<file path="src/rtl/ftq_pkg.sv">
// Shared FTQ sizing, pointer and entry types.
package ftq_pkg;

  localparam int DEPTH  = 16;
  localparam int PTR_W  = 4;
  localparam int PC_W   = 32;
  localparam int META_W = 24;

  // Extra MSB is the wrap bit: full/empty are told apart by it.
  typedef logic [PTR_W:0]   ptr_t;
  typedef logic [PTR_W-1:0] idx_t;

  typedef struct packed {
    logic [PC_W-1:0]   start_pc;
    logic [PC_W-1:0]   target_pc;
    logic              taken;
    logic [META_W-1:0] meta;
  } ftq_entry_t;

  function automatic idx_t ptrIdx(input ptr_t p);
    return p[PTR_W-1:0];
  endfunction

endpackage

</file>
<file path="src/rtl/fetch_target_queue_if.sv">
// FTQ bus: BPU enqueue, ICache fetch issue, commit, control and index lookup.
interface fetch_target_queue_if;
  import ftq_pkg::*;

  logic              FTQStop;
  logic              FTQFlash;
  logic              FTQReq;
  logic              BpuValid;
  logic [PC_W-1:0]   BpuStartPc;
  logic [PC_W-1:0]   BpuTargetPc;
  logic              BpuTaken;
  logic [META_W-1:0] BpuMeta;
  logic              BpuReady;
  logic              FetchValid;
  logic [PC_W-1:0]   FetchPc;
  logic [PTR_W-1:0]  FetchIdx;
  logic              FetchReady;
  logic              CommitValid;
  logic [PTR_W-1:0]  RdIdx;
  logic [PC_W-1:0]   RdStartPc;
  logic [PC_W-1:0]   RdTargetPc;
  logic              RdTaken;
  logic [META_W-1:0] RdMeta;
  logic [PTR_W:0]    Count;

  modport slave (
    input  FTQStop, FTQFlash, BpuValid, BpuStartPc, BpuTargetPc, BpuTaken, BpuMeta,
           FetchReady, CommitValid, RdIdx,
    output FTQReq, BpuReady, FetchValid, FetchPc, FetchIdx,
           RdStartPc, RdTargetPc, RdTaken, RdMeta, Count
  );

  modport master (
    output FTQStop, FTQFlash, BpuValid, BpuStartPc, BpuTargetPc, BpuTaken, BpuMeta,
           FetchReady, CommitValid, RdIdx,
    input  FTQReq, BpuReady, FetchValid, FetchPc, FetchIdx,
           RdStartPc, RdTargetPc, RdTaken, RdMeta, Count
  );

endinterface

</file>
<file path="src/rtl/ftq_ram.sv">
// FTQ entry storage: one synchronous write, async fetch-PC and lookup reads.
// Storage is deliberately unreset; reads of unwritten entries are don't-care.
module ftq_ram
  import ftq_pkg::*;
(
  input  logic            Clk,
  input  logic            wrEn,
  input  idx_t            wrIdx,
  input  ftq_entry_t      wrData,
  input  idx_t            fetchIdx,
  output logic [PC_W-1:0] fetchPc,
  input  idx_t            rdIdx,
  output ftq_entry_t      rdData
);

  ftq_entry_t mem [DEPTH];

  always_ff @(posedge Clk) begin
    if (wrEn) mem[wrIdx] <= wrData;
  end

  assign fetchPc = mem[fetchIdx].start_pc;
  assign rdData  = mem[rdIdx];

endmodule

</file>
<file path="src/rtl/fetch_target_queue.sv">
// Fetch target queue: BPU blocks in, in-order fetch issue, held until commit.
// Latency enqueue->FetchValid 1 cycle (0 with FTQ_BYPASS_EN); full deasserts BpuReady.
// Backpressure: FTQStop freezes enqueue/issue, FTQFlash clears all pointers.
module fetch_target_queue
  import ftq_pkg::*;
(
  input  logic                 Clk,
  input  logic                 Rest,
  fetch_target_queue_if.slave  io
);

  ptr_t enqPtr, fetchPtr, commitPtr;

  logic            full;
  logic            unissued;
  logic            enqFire;
  logic            fetchFire;
  logic            commitFire;
  logic            bypass;
  logic [PC_W-1:0] ramFetchPc;
  ftq_entry_t      wrEntry;
  ftq_entry_t      rdEntry;

  assign full     = (enqPtr[PTR_W] != commitPtr[PTR_W]) &&
                    (ptrIdx(enqPtr) == ptrIdx(commitPtr));
  assign unissued = (fetchPtr != enqPtr);

  // Rest gates BpuReady so nothing is accepted while reset is held.
  assign io.BpuReady = Rest & ~full & ~io.FTQStop & ~io.FTQFlash;
  assign enqFire     = io.BpuValid & io.BpuReady;

`ifdef FTQ_BYPASS_EN
  assign bypass = enqFire & ~unissued;
`else
  assign bypass = 1'b0;
`endif

  assign io.FetchValid = (unissued & ~io.FTQStop & ~io.FTQFlash) | bypass;
  assign io.FetchPc    = bypass ? io.BpuStartPc : ramFetchPc;
  // When bypassing, fetchPtr == enqPtr so the index is the one being written.
  assign io.FetchIdx   = ptrIdx(fetchPtr);
  assign fetchFire     = io.FetchValid & io.FetchReady;

  assign commitFire = io.CommitValid & (commitPtr != fetchPtr) & ~io.FTQFlash;

  assign io.FTQReq = full;
  assign io.Count  = enqPtr - commitPtr;

  always_ff @(posedge Clk or negedge Rest) begin
    if (!Rest) begin
      enqPtr    <= '0;
      fetchPtr  <= '0;
      commitPtr <= '0;
    end else if (io.FTQFlash) begin
      enqPtr    <= '0;
      fetchPtr  <= '0;
      commitPtr <= '0;
    end else begin
      if (enqFire)    enqPtr    <= enqPtr + ptr_t'(1);
      if (fetchFire)  fetchPtr  <= fetchPtr + ptr_t'(1);
      if (commitFire) commitPtr <= commitPtr + ptr_t'(1);
    end
  end

  assign wrEntry = '{start_pc:  io.BpuStartPc,
                     target_pc: io.BpuTargetPc,
                     taken:     io.BpuTaken,
                     meta:      io.BpuMeta};

  ftq_ram uRam (
    .Clk      (Clk),
    .wrEn     (enqFire),
    .wrIdx    (ptrIdx(enqPtr)),
    .wrData   (wrEntry),
    .fetchIdx (ptrIdx(fetchPtr)),
    .fetchPc  (ramFetchPc),
    .rdIdx    (io.RdIdx),
    .rdData   (rdEntry)
  );

  assign io.RdStartPc  = rdEntry.start_pc;
  assign io.RdTargetPc = rdEntry.target_pc;
  assign io.RdTaken    = rdEntry.taken;
  assign io.RdMeta     = rdEntry.meta;

endmodule

</file>
<file path="src/flat_wrapper.sv">
// flat-port wrapper written by rule: the top's interface ports become plain ports
module fetch_target_queue_flat import ftq_pkg::*;
  (Clk, Rest, io_FTQStop, io_FTQFlash, io_BpuValid, io_BpuStartPc, io_BpuTargetPc, io_BpuTaken, io_BpuMeta, io_FetchReady, io_CommitValid, io_RdIdx, io_FTQReq, io_BpuReady, io_FetchValid, io_FetchPc, io_FetchIdx, io_RdStartPc, io_RdTargetPc, io_RdTaken, io_RdMeta, io_Count);
  fetch_target_queue_if io_i ();
  input  logic Clk;
  input  logic Rest;
  input wire logic [$bits(io_i.FTQStop)-1:0] io_FTQStop;
  input wire logic [$bits(io_i.FTQFlash)-1:0] io_FTQFlash;
  input wire logic [$bits(io_i.BpuValid)-1:0] io_BpuValid;
  input wire logic [$bits(io_i.BpuStartPc)-1:0] io_BpuStartPc;
  input wire logic [$bits(io_i.BpuTargetPc)-1:0] io_BpuTargetPc;
  input wire logic [$bits(io_i.BpuTaken)-1:0] io_BpuTaken;
  input wire logic [$bits(io_i.BpuMeta)-1:0] io_BpuMeta;
  input wire logic [$bits(io_i.FetchReady)-1:0] io_FetchReady;
  input wire logic [$bits(io_i.CommitValid)-1:0] io_CommitValid;
  input wire logic [$bits(io_i.RdIdx)-1:0] io_RdIdx;
  output wire logic [$bits(io_i.FTQReq)-1:0] io_FTQReq;
  output wire logic [$bits(io_i.BpuReady)-1:0] io_BpuReady;
  output wire logic [$bits(io_i.FetchValid)-1:0] io_FetchValid;
  output wire logic [$bits(io_i.FetchPc)-1:0] io_FetchPc;
  output wire logic [$bits(io_i.FetchIdx)-1:0] io_FetchIdx;
  output wire logic [$bits(io_i.RdStartPc)-1:0] io_RdStartPc;
  output wire logic [$bits(io_i.RdTargetPc)-1:0] io_RdTargetPc;
  output wire logic [$bits(io_i.RdTaken)-1:0] io_RdTaken;
  output wire logic [$bits(io_i.RdMeta)-1:0] io_RdMeta;
  output wire logic [$bits(io_i.Count)-1:0] io_Count;
  assign io_i.FTQStop = io_FTQStop;
  assign io_i.FTQFlash = io_FTQFlash;
  assign io_i.BpuValid = io_BpuValid;
  assign io_i.BpuStartPc = io_BpuStartPc;
  assign io_i.BpuTargetPc = io_BpuTargetPc;
  assign io_i.BpuTaken = io_BpuTaken;
  assign io_i.BpuMeta = io_BpuMeta;
  assign io_i.FetchReady = io_FetchReady;
  assign io_i.CommitValid = io_CommitValid;
  assign io_i.RdIdx = io_RdIdx;
  assign io_FTQReq = io_i.FTQReq;
  assign io_BpuReady = io_i.BpuReady;
  assign io_FetchValid = io_i.FetchValid;
  assign io_FetchPc = io_i.FetchPc;
  assign io_FetchIdx = io_i.FetchIdx;
  assign io_RdStartPc = io_i.RdStartPc;
  assign io_RdTargetPc = io_i.RdTargetPc;
  assign io_RdTaken = io_i.RdTaken;
  assign io_RdMeta = io_i.RdMeta;
  assign io_Count = io_i.Count;
  fetch_target_queue u_core (.Clk(Clk), .Rest(Rest), .io(io_i));
endmodule
</file>
<file path="config.mk">
export PLATFORM = sky130hd
export DESIGN_NAME = fetch_target_queue_flat
export DESIGN_NICKNAME = d
export VERILOG_FILES = /design/src/rtl/ftq_pkg.sv /design/src/rtl/fetch_target_queue_if.sv /design/src/rtl/ftq_ram.sv /design/src/rtl/fetch_target_queue.sv /design/src/flat_wrapper.sv
export SDC_FILE = /design/constraint.sdc
export NUM_CORES = 1
export LEC_CHECK = 0
export ABC_AREA = 0
export CORE_MARGIN = 2
export CORE_UTILIZATION = 61
export DETAILED_ROUTE_END_ITERATION = 16
export GPL_TIMING_DRIVEN = 0
export PLACE_DENSITY = 0.9
export SKIP_LAST_GASP = 1
export SLEW_MARGIN = 10
export SYNTH_ARGS = -nofsm -noshare
export SYNTH_HDL_FRONTEND = slang
export SYNTH_SLANG_ARGS = --single-unit
</file>
<file path="constraint.sdc">
create_clock -name Clk -period 4.55 [get_ports Clk]
set_input_delay 0.455 -clock Clk [delete_from_list [all_inputs] [get_ports Clk]]
set_output_delay 0.455 -clock Clk [all_outputs]
set_load 0.02 [all_outputs]
</file>
After elaboration in Yosys (flattened, before gate mapping)

Memory sizes are Yosys's and may differ from the RTL's.
Cells that the tools add are included.

Memories kept: 1
Output and inout bits: 133
Bits in latches: 0
Input port bits: 100
Word-level logic and storage cells: 36
Register bits after elaboration: 15
Memory bits (writable): 1424
Memory bits (read-only): 0

Memory list:

| name            | words | bits a word | read ports | clocked after memory_dff | wr ports | line          | text |
|---|---|---|---|---|---|---|---|
| u_core.uRam.mem | 16    | 89          | 2          | 0                        | 1        | ftq_ram.sv:16 | `ftq_entry_t mem [DEPTH];` |

Add/subtract/negate cells: 4
Bitwise operators: 12
Divide/modulo/power cells: 0
Shifts and indexed selects: 0
Reductions and logical operators: 4
$mul: 0
Mux-type cells: 8
$lt $le $gt $ge: 0
Equality and inequality tests: 4

Operators by type and width:

| cell                                        | count |
|---|---|
| 2-to-1 mux 5 bit                            | 6 |
| adder 5 x 1 -> 5 bit, second input constant | 3 |
| inequality test 5 bit                       | 2 |
| bitwise AND 1 bit                           | 9 |
| nonzero test 2 bit                          | 3 |
| subtractor 5 bit                            | 1 |
| == test 4 bit                               | 1 |
| NOT 1 bit                                   | 3 |
| 2-to-1 mux 1 bit                            | 2 |
| logical AND 1 bit                           | 1 |
| inequality test 1 bit                       | 1 |

Logic depth before layout (Yosys ltp)

Gate-level depths: netlist of run 1.

Word-level depth: 9
Gate-level depth with buffers: 8
Gate-level depth less buffers: 7

Cells and area by module

Synthesis of run 1 repeated with hierarchy kept, for this count alone.

Cell total of the unflattened synthesis: 2583
Area, all modules: 57974.4 um2

Modules (own cells, without submodules):

| module             | times used | area each (um2) | cells an instance | seq. area each (um2) |
|---|---|---|---|---|
| ftq_ram            | 1          | 56904.6         | 2464              | 42761.0 |
| fetch_target_queue | 1          | 1069.8          | 119               | 375.4 |

Least setup slack after synthesis of run 1

OpenSTA, ideal clock, no wires.

Path type: register to register
From: register u_core.commitPtr[2]
To: register u_core.enqPtr[4]
Path slack: 0.499 ns
Cell stages (with the launch flop): 8
Buffers on the path: 0
Arrival time: 3.806 ns
Required time: 4.305 ns
Clock period less this slack: 4.051 ns
Library setup time: 0.245 ns
Cells stage by stage: dfrtp_1 -> inv_1 -> ha_1 -> nand4_1 -> o2111a_1 -> and3_1 -> and2_1 -> o21ai_0

Longest elaborated chain between the ends: 8

RTL lines:

| element                         | line                     | text |
|---|---|---|
| from (decl)                     | fetch_target_queue.sv:12 | `ptr_t enqPtr, fetchPtr, commitPtr;` |
| from (signal assigned)          | fetch_target_queue.sv:61 | `if (commitFire) commitPtr <= commitPtr + ptr_t'(1);` |
| == test 4 bit                   | fetch_target_queue.sv:25 | `(ptrIdx(enqPtr) == ptrIdx(commitPtr));` |
| logical AND 1 bit               | fetch_target_queue.sv:24 | `assign full = (enqPtr[PTR_W] != commitPtr[PTR_W]) &&` |
| NOT 1 bit                       | fetch_target_queue.sv:29 | `assign io.BpuReady = Rest & ~full & ~io.FTQStop & ~io.FTQFlash;` |
| bitwise AND 1 bit (3 in series) | fetch_target_queue.sv:29 |  |
| bitwise AND 1 bit               | fetch_target_queue.sv:30 | `assign enqFire = io.BpuValid & io.BpuReady;` |
| nonzero test 2 bit (no line)    | --                       |  |
| to (signal assigned)            | fetch_target_queue.sv:59 | `if (enqFire) enqPtr <= enqPtr + ptr_t'(1);` |
| to (decl)                       | fetch_target_queue.sv:12 |  |

No other way between the ends.
A chain may end at the register's enable or synchronous reset.

Worst setup path in the final report of run 1

From: input port io_RdIdx[3]
To: output port io_RdStartPc[30]

Longest elaborated chain between the ends: 1

RTL lines:

| element                   | line               | text |
|---|---|---|
| from (decl)               | flat_wrapper.sv:16 | `input wire logic [$bits(io_i.RdIdx)-1:0] io_RdIdx;` |
| memory read (16 x 89 bit) | --                 |  |
| to (decl)                 | flat_wrapper.sv:22 | `output wire logic [$bits(io_i.RdStartPc)-1:0] io_RdStartPc;` |

No other way between the ends.

==> results of run 1 <==
[worst reg2reg max path, stage by stage, from the launching register on]
cell      delay (ns)
dfrtp_1         0.46
inv_1           0.15
ha_1            0.33
nand4_1         0.16
o2111a_1        0.33
and3_1          0.32
and2_4          0.64
buf_16          0.36
buf_12          0.29
[per-stage QoR]
stage               setup TNS (ns)  utilization
CTS                              0        0.712
global placement          -3737.72        0.658
global route              -0.00370        0.713
detailed placement               0        0.667
floorplan                        0            -
finish                           0        0.713
[layout make-up]
type / count / area (µm²)
sequential: 1439 / 43100
fill: 5109 / 27300
multi-input combinational: 942 / 14700
clock buffer: 171 / 3640
timing repair buffer: 260 / 3110
tap: 1265 / 1580
buffer: 163 / 860
clock inverter: 71 / 664
antenna: 18 / 45.0
inverter: 10 / 37.5
[synthesized netlist by cell type (2+ instances only)]
cell	n	area, µm²
buf_1	14	52.6
nor2b_1	3	18.8
a21oi_1	39	195
clkbuf_1	72	270
nand3_1	3	15.0
a21boi_0	2	15.0
nand4_1	4	25.0
and3_1	2	12.5
o21ai_0	66	330
and2_1	17	106
mux4_2	509	11500
inv_1	10	37.5
mux2_2	33	372
a221oi_1	32	280
buf_2	31	155
nand2b_1	2	12.5
xor2_1	11	96.3
mux2i_1	98	981
buf_6	8	90.1
buf_4	38	285
dfrtp_1	15	375
ha_1	10	125
a22oi_1	32	240
edfxtp_1	1424	42800
a21o_1	3	22.5
nor2_1	16	60.1
xnor2_1	10	87.6
nand2_1	38	143
nor3_1	3	15.0
[registers in the layout, summed over array words and instances, names as in the netlist]
| register | count |
|---|---|
| u_core.uRam.mem | 1424 |
| u_core.commitPtr | 5 |
| u_core.enqPtr | 5 |
| u_core.fetchPtr | 5 |
[cell families after synthesis]
group           Yosys count
flops                  1439
fa+ha+maj                11
xor+xnor                 21
buf+inv                 173
simple gates             91
mux                     640
compound gates          179
[power groups by stage]
stage	registers (µW)	logic [µW]	clock network (µW)
final	14600	1730	11300
after global routing	14600	1780	11700
after detailed placement	14900	1670	0
after CTS	14600	1710	11300
after floorplan	14900	909	0
after global placement	14900	1590	0
[worst max-delay path by stage]
| stage | end | cells past startpoint |
|---|---|---|
| finish | io_RdStartPc[30] | 5 |
| global route | io_FetchPc[30] | 8 |
| CTS | io_FetchPc[30] | 7 |
| detailed placement | io_RdMeta[3] | 6 |
| global placement | u_core.uRam.mem[11][43]$_DFFE_PP_ | 4 |
| floorplan | u_core.enqPtr[4]$_DFFE_PN0P_ | 7 |
[what timing repair did]
| action | in CTS | in global routing |
|---|---|---|
| hold buffers | 0 | 0 |
| setup endpoints to repair | 0 | 1 |
| gates resized for setup | 0 | 6 |
[metal layers]
metal / vias to the layer above / track usage / wire (µm)
met5: - / 0 / 88
met3: 707 / 0.0970 / 23500
li1: 11909 / - / -
met2: 3562 / 0.581 / 87200
met4: 14 / 0.192 / 10000
met1: 16729 / 0.442 / 53400
==> flow_metrics.tcl, run 1 <==
set metrics [dict create \
    switching_share 0.216 \
    min_period_ns 4.54 \
    syn-cell-area_mm2 0.0587 \
    start_util 0.617 \
    path_buf_inv 4 \
    startpoint_type "input pin" \
    p_int_uw 21700 \
    slowest_delay_ns 0.97 \
    power_density_mw_per_mm2 407 \
    cts_inserted_buffers 138 \
    yosys_most_used_dff "edfxtp_1" \
    grt_usage 0.357 \
    post_drt_wl_per_cell_um 40.2 \
    pre_cts_ws_ns 0.256 \
    dieHeight_um 314 \
    max_slew_margin 0.0930 \
    grt_pass1_vias 33655 \
    post-dp-hpwl_um 96700 \
    power_frac_comb 0.063 \
    hold_viol 0 \
    slew_violations 0 \
    core_mm2 0.0952 \
    clockBufferDepth 3 \
    vias 32921 \
    ys_warn_count 0 \
    avgSynthCellArea_um2 23.0 \
    cts_setup_buffers 0 \
    vias_per_cell 7.59 \
    clkLatencyLatePin_ns 0.76 \
    rr_worst_depth 8 \
    crit_fanout 10 \
    arrival_ns 4.09 \
    worst_slew_pin_slew_ns 1.36 \
    synth_compound_area_frac 0.0192 \
    fin_ws_ns 0.00959 \
    port_buffers 227 \
    syn_nets 2665 \
    setup_viol 0 \
    drv_cap 0 \
    finalInstanceArea_mm2 0.0678 \
    reg2reg_to "u_core.uRam.mem[15][41]$_DFFE_PP_" \
    path_cells "clkbuf_1, clkbuf_1, clkbuf_1, mux4_2, clkdlybuf4s50_1" \
    min_path_cells 2 \
    reg2reg_slack_ns 1.15 \
    r2r_start "u_core.enqPtr[0]$_DFFE_PN0P_" \
    synthMuxAreaShare 0.218 \
    hp-start "io_FTQFlash" \
    synthArstFlopShare 0.0104 \
    fin_cells 4339 \
    critical_path.startpoint "io_RdIdx[3]" \
    irDropWorstVdd_uv 434 \
    numClockSinks 1439 \
    synth_edf_count 1424 \
    gp_congestion 0.871 \
    antenna_found_initial 17 \
    first_pass_iters 9 \
    worstSetupEndpointType "primary output" \
    yosys.area_share.simple 0.00731 \
    cts.htree.levels 4 \
    drc_errors 0 \
    finalWirelength_um 174000 \
    ys_types 38 \
    power_frac_seq 0.528 \
    min_period_over_period 0.998 \
    status "finished, final reports clean" \
    fp.dieArea_mm2 0.0988 \
    fmax_ghz 0.220 \
    ant_nets 0 \
    drt-initial-drc-count 6172 \
    tritoncts "yes" \
    min_to "u_core.enqPtr[2]$_DFFE_PN0P_" \
    syn2layout_area_growth_pct 15.5 \
    placedCellCount 4078 \
    yosys_register_bits 1439 \
    grt_max_degree 43 \
    p_total_uw 27600 \
    cp_slowest_cell "clkbuf_1" \
    dpl-instance-area_mm2 0.0635 \
    power.leakage_uw 0.0211 \
    layout_commonest_cell "edfxtp_1" \
    grt_pass1_wl_um 244000 \
    io_pins 233 \
    root_buffer "clkbuf_16" \
    die_w_um 314 \
    synthAdderAreaFrac 0.00247 \
    critical_path_class "input pin to primary output" \
    synthXorXnorAreaFrac 0.00313 \
    clock_skew_ns 0.0301 \
    grt_overflow 0 \
    hold_path_class "input pin to flip-flop" \
    nets 3065 \
    drive_gt1_frac 0.280 \
    rsz0062_at_grt "yes" \
    fp-row-count 113 \
    required_ns 4.09 \
    mostFrequentLayoutCells "edfxtp_1 (1424), mux4_2 (509), clkdlybuf4s50_1 (227)" \
    synth_top_family_by_area "multiplexers" \
    power_switching_uw 5960 \
    hold_slack_ns 0.147 \
    pwr-share-clk 0.409 \
    clk_pin_slew_worst_paths_ns 0.06 \
    cp_common_cell "clkbuf_1" \
    synth_seq_area_share 0.734 \
    synthesis.instances 2554 \
    crit_family "buffers and inverters" \
]
Note: power is estimated with default switching activity, not from simulation.
==> run 2: changes to the inputs <==
--- a/config.mk
+++ b/config.mk
@@ -6,6 +6,7 @@
 export NUM_CORES = 1
 export LEC_CHECK = 0
 export ABC_AREA = 0
+export ABC_CLOCK_PERIOD_IN_PS = 4550
 export CORE_MARGIN = 2
 export CORE_UTILIZATION = 61
 export DETAILED_ROUTE_END_ITERATION = 16
==> results of run 2 <==
The final DEF is identical to that of run 1; final timing and power are the same.
==> RTL edit (config.mk and constraints of run 1) <==
`PTR_W`: 4 -> 3.
--- a/src/rtl/ftq_pkg.sv
+++ b/src/rtl/ftq_pkg.sv
@@ -2,7 +2,7 @@
 package ftq_pkg;
 
   localparam int DEPTH  = 16;
-  localparam int PTR_W  = 4;
+  localparam int PTR_W  = 3;
   localparam int PC_W   = 32;
   localparam int META_W = 24;
 
Ports: changed (resized io_Count, io_FetchIdx and io_RdIdx); port bits go from 233 to 230. No check against the original RTL was run, so the function may have changed too.
==> RTL edit against run 1 <==
- worst setup slack better by 560 ps
- non-clock buffer count decreased by 71
- critical path depth increased by 1
- utilization up 4.3 points
- count of clock-buffer cells in the layout down 84
- clock skew shrank 16 ps
- total power down 48%
- sequential power down 50%
- area after synthesis shrank 50%
- first-iteration DRC count down 72%
- sequential cell count down 715
- routed wire length down 58%
- final area fell by 47%
- critical path type is now reg2out
- largest cell class unchanged
- highest routed layer unchanged
==> RTL edit: results (changes against run 1) <==
metric	value	unit	change
status	completed		
rr_worst_depth	10		+2
vias	15329		-53%
dpl.cell_count	2140		-48%
rrSetupSlack	1230	ps	+80 ps
grt_pass1_wl	107	mm	-56%
nonClkBufAreaFrac	0.103		+0.0441
wl_met2	38.4	mm	-56%
route.met3.wl	6.11	mm	-74%
arrival	3530	ps	-560 ps
multi_input_gates	438		-54%
ys_top_cells_by_area	edfxtp_1, mux4_2, mux2_2, dfrtp_1, buf_6		
largest_reg_flops	712		-50%
ir_worst_vdd	0.000392	V	-9.6%
drt_iter0_drc	1733		-72%
tightest_slew	867	ps	-494 ps
hpwl	45.2	mm	-53%
synth_nets	1355		-49%
async_flop_share	0.0166		+0.00615
hold_path_class	in2async		
clkCellAreaFrac	0.0671		+0.00358
finalNetCount	1706		-44%
p_leak	11.5	nW	-45%
portBuffers	226		-0.44%
gp_congestion	0.787		-9.7%
ys_top_cells_by_count	edfxtp_1, mux4_2, mux2_2		
grt_usage	0.297		-0.0602
fin_hold_ws	242	ps	+94.9 ps
antenna_found_initial	4		-13
grt_util_met1	0.376		-0.0659
avgSynthCellArea	23.7	sq um	+2.9%
m1WireLength	26.0	mm	-51%
worstReg2RegEnd	u_core.uRam.mem[5][28]$_DFFE_PP_		
clockBufferCount	87		-49%
cts_inserted_buffers	73		-47%
gr-usage-met3	0.0744		-0.0227
synth_xor_area_frac	0.00355		+0.000423
clk_latency	610	ps	-150 ps
cts_sinks	724		-50%
synthMuxAreaShare	0.231		+0.0126
synth_compound_area_frac	0.00605		-0.0132
[RTL edit: cell count changes after synthesis, sizes merged, moves of 34 or more]
cell and delta:
mux4 -267, mux2 +88, edfxtp -712, mux2i -97, o21ai -57, a21oi -34, clkbuf -46, buf -41
[RTL edit: worst max-delay path, cell delays in order (launching register included)]
cell and delay [ps]:
dfrtp_1 370, buf_2 240, buf_2 340, clkbuf_1 660
mux4_2 430, mux2_2 280, clkdlybuf4s50_1 600
[RTL edit: worst max path at each step]
stage                                    startpoint                                to  slack (ps)  depth (start not counted)
finish               u_core.fetchPtr[1]$_DFFE_PN0P_                    io_FetchPc[30]         570                          6
global route         u_core.fetchPtr[1]$_DFFE_PN0P_                    io_FetchPc[30]         480                          6
detailed placement                             Rest  u_core.uRam.mem[5][28]$_DFFE_PP_         610                          9
floorplan           u_core.commitPtr[1]$_DFFE_PN0P_   u_core.uRam.mem[4][0]$_DFFE_PP_        -720                          6
global placement                               Rest  u_core.uRam.mem[4][36]$_DFFE_PP_       -4890                          5
CTS                  u_core.fetchPtr[1]$_DFFE_PN0P_                    io_FetchPc[30]         530                          6
[RTL edit: power by group]
| group | switching, mW | leakage (nW) | internal, mW | total [mW] |
|---|---|---|---|---|
| clock | 2.47 | 1.17 | 3.59 | 6.06 |
| combinational | 0.494 | 3.79 | 0.481 | 0.976 |
| sequential | 0.0107 | 6.57 | 7.34 | 7.36 |
[RTL edit: stage by stage]
step	power (mW)	utilization	cell area [sq um]	setup slack, ps	TNS [ps]
final	14.4	0.756	36100	569	0
after global routing	14.7	0.756	36100	478	0
after global placement	8.42	0.683	32600	-4890	-2903800
after floorplan	8.01	-	29600	-720	-347720
after detailed placement	8.46	0.705	33700	605	0
after CTS	14.5	0.756	36100	533	0
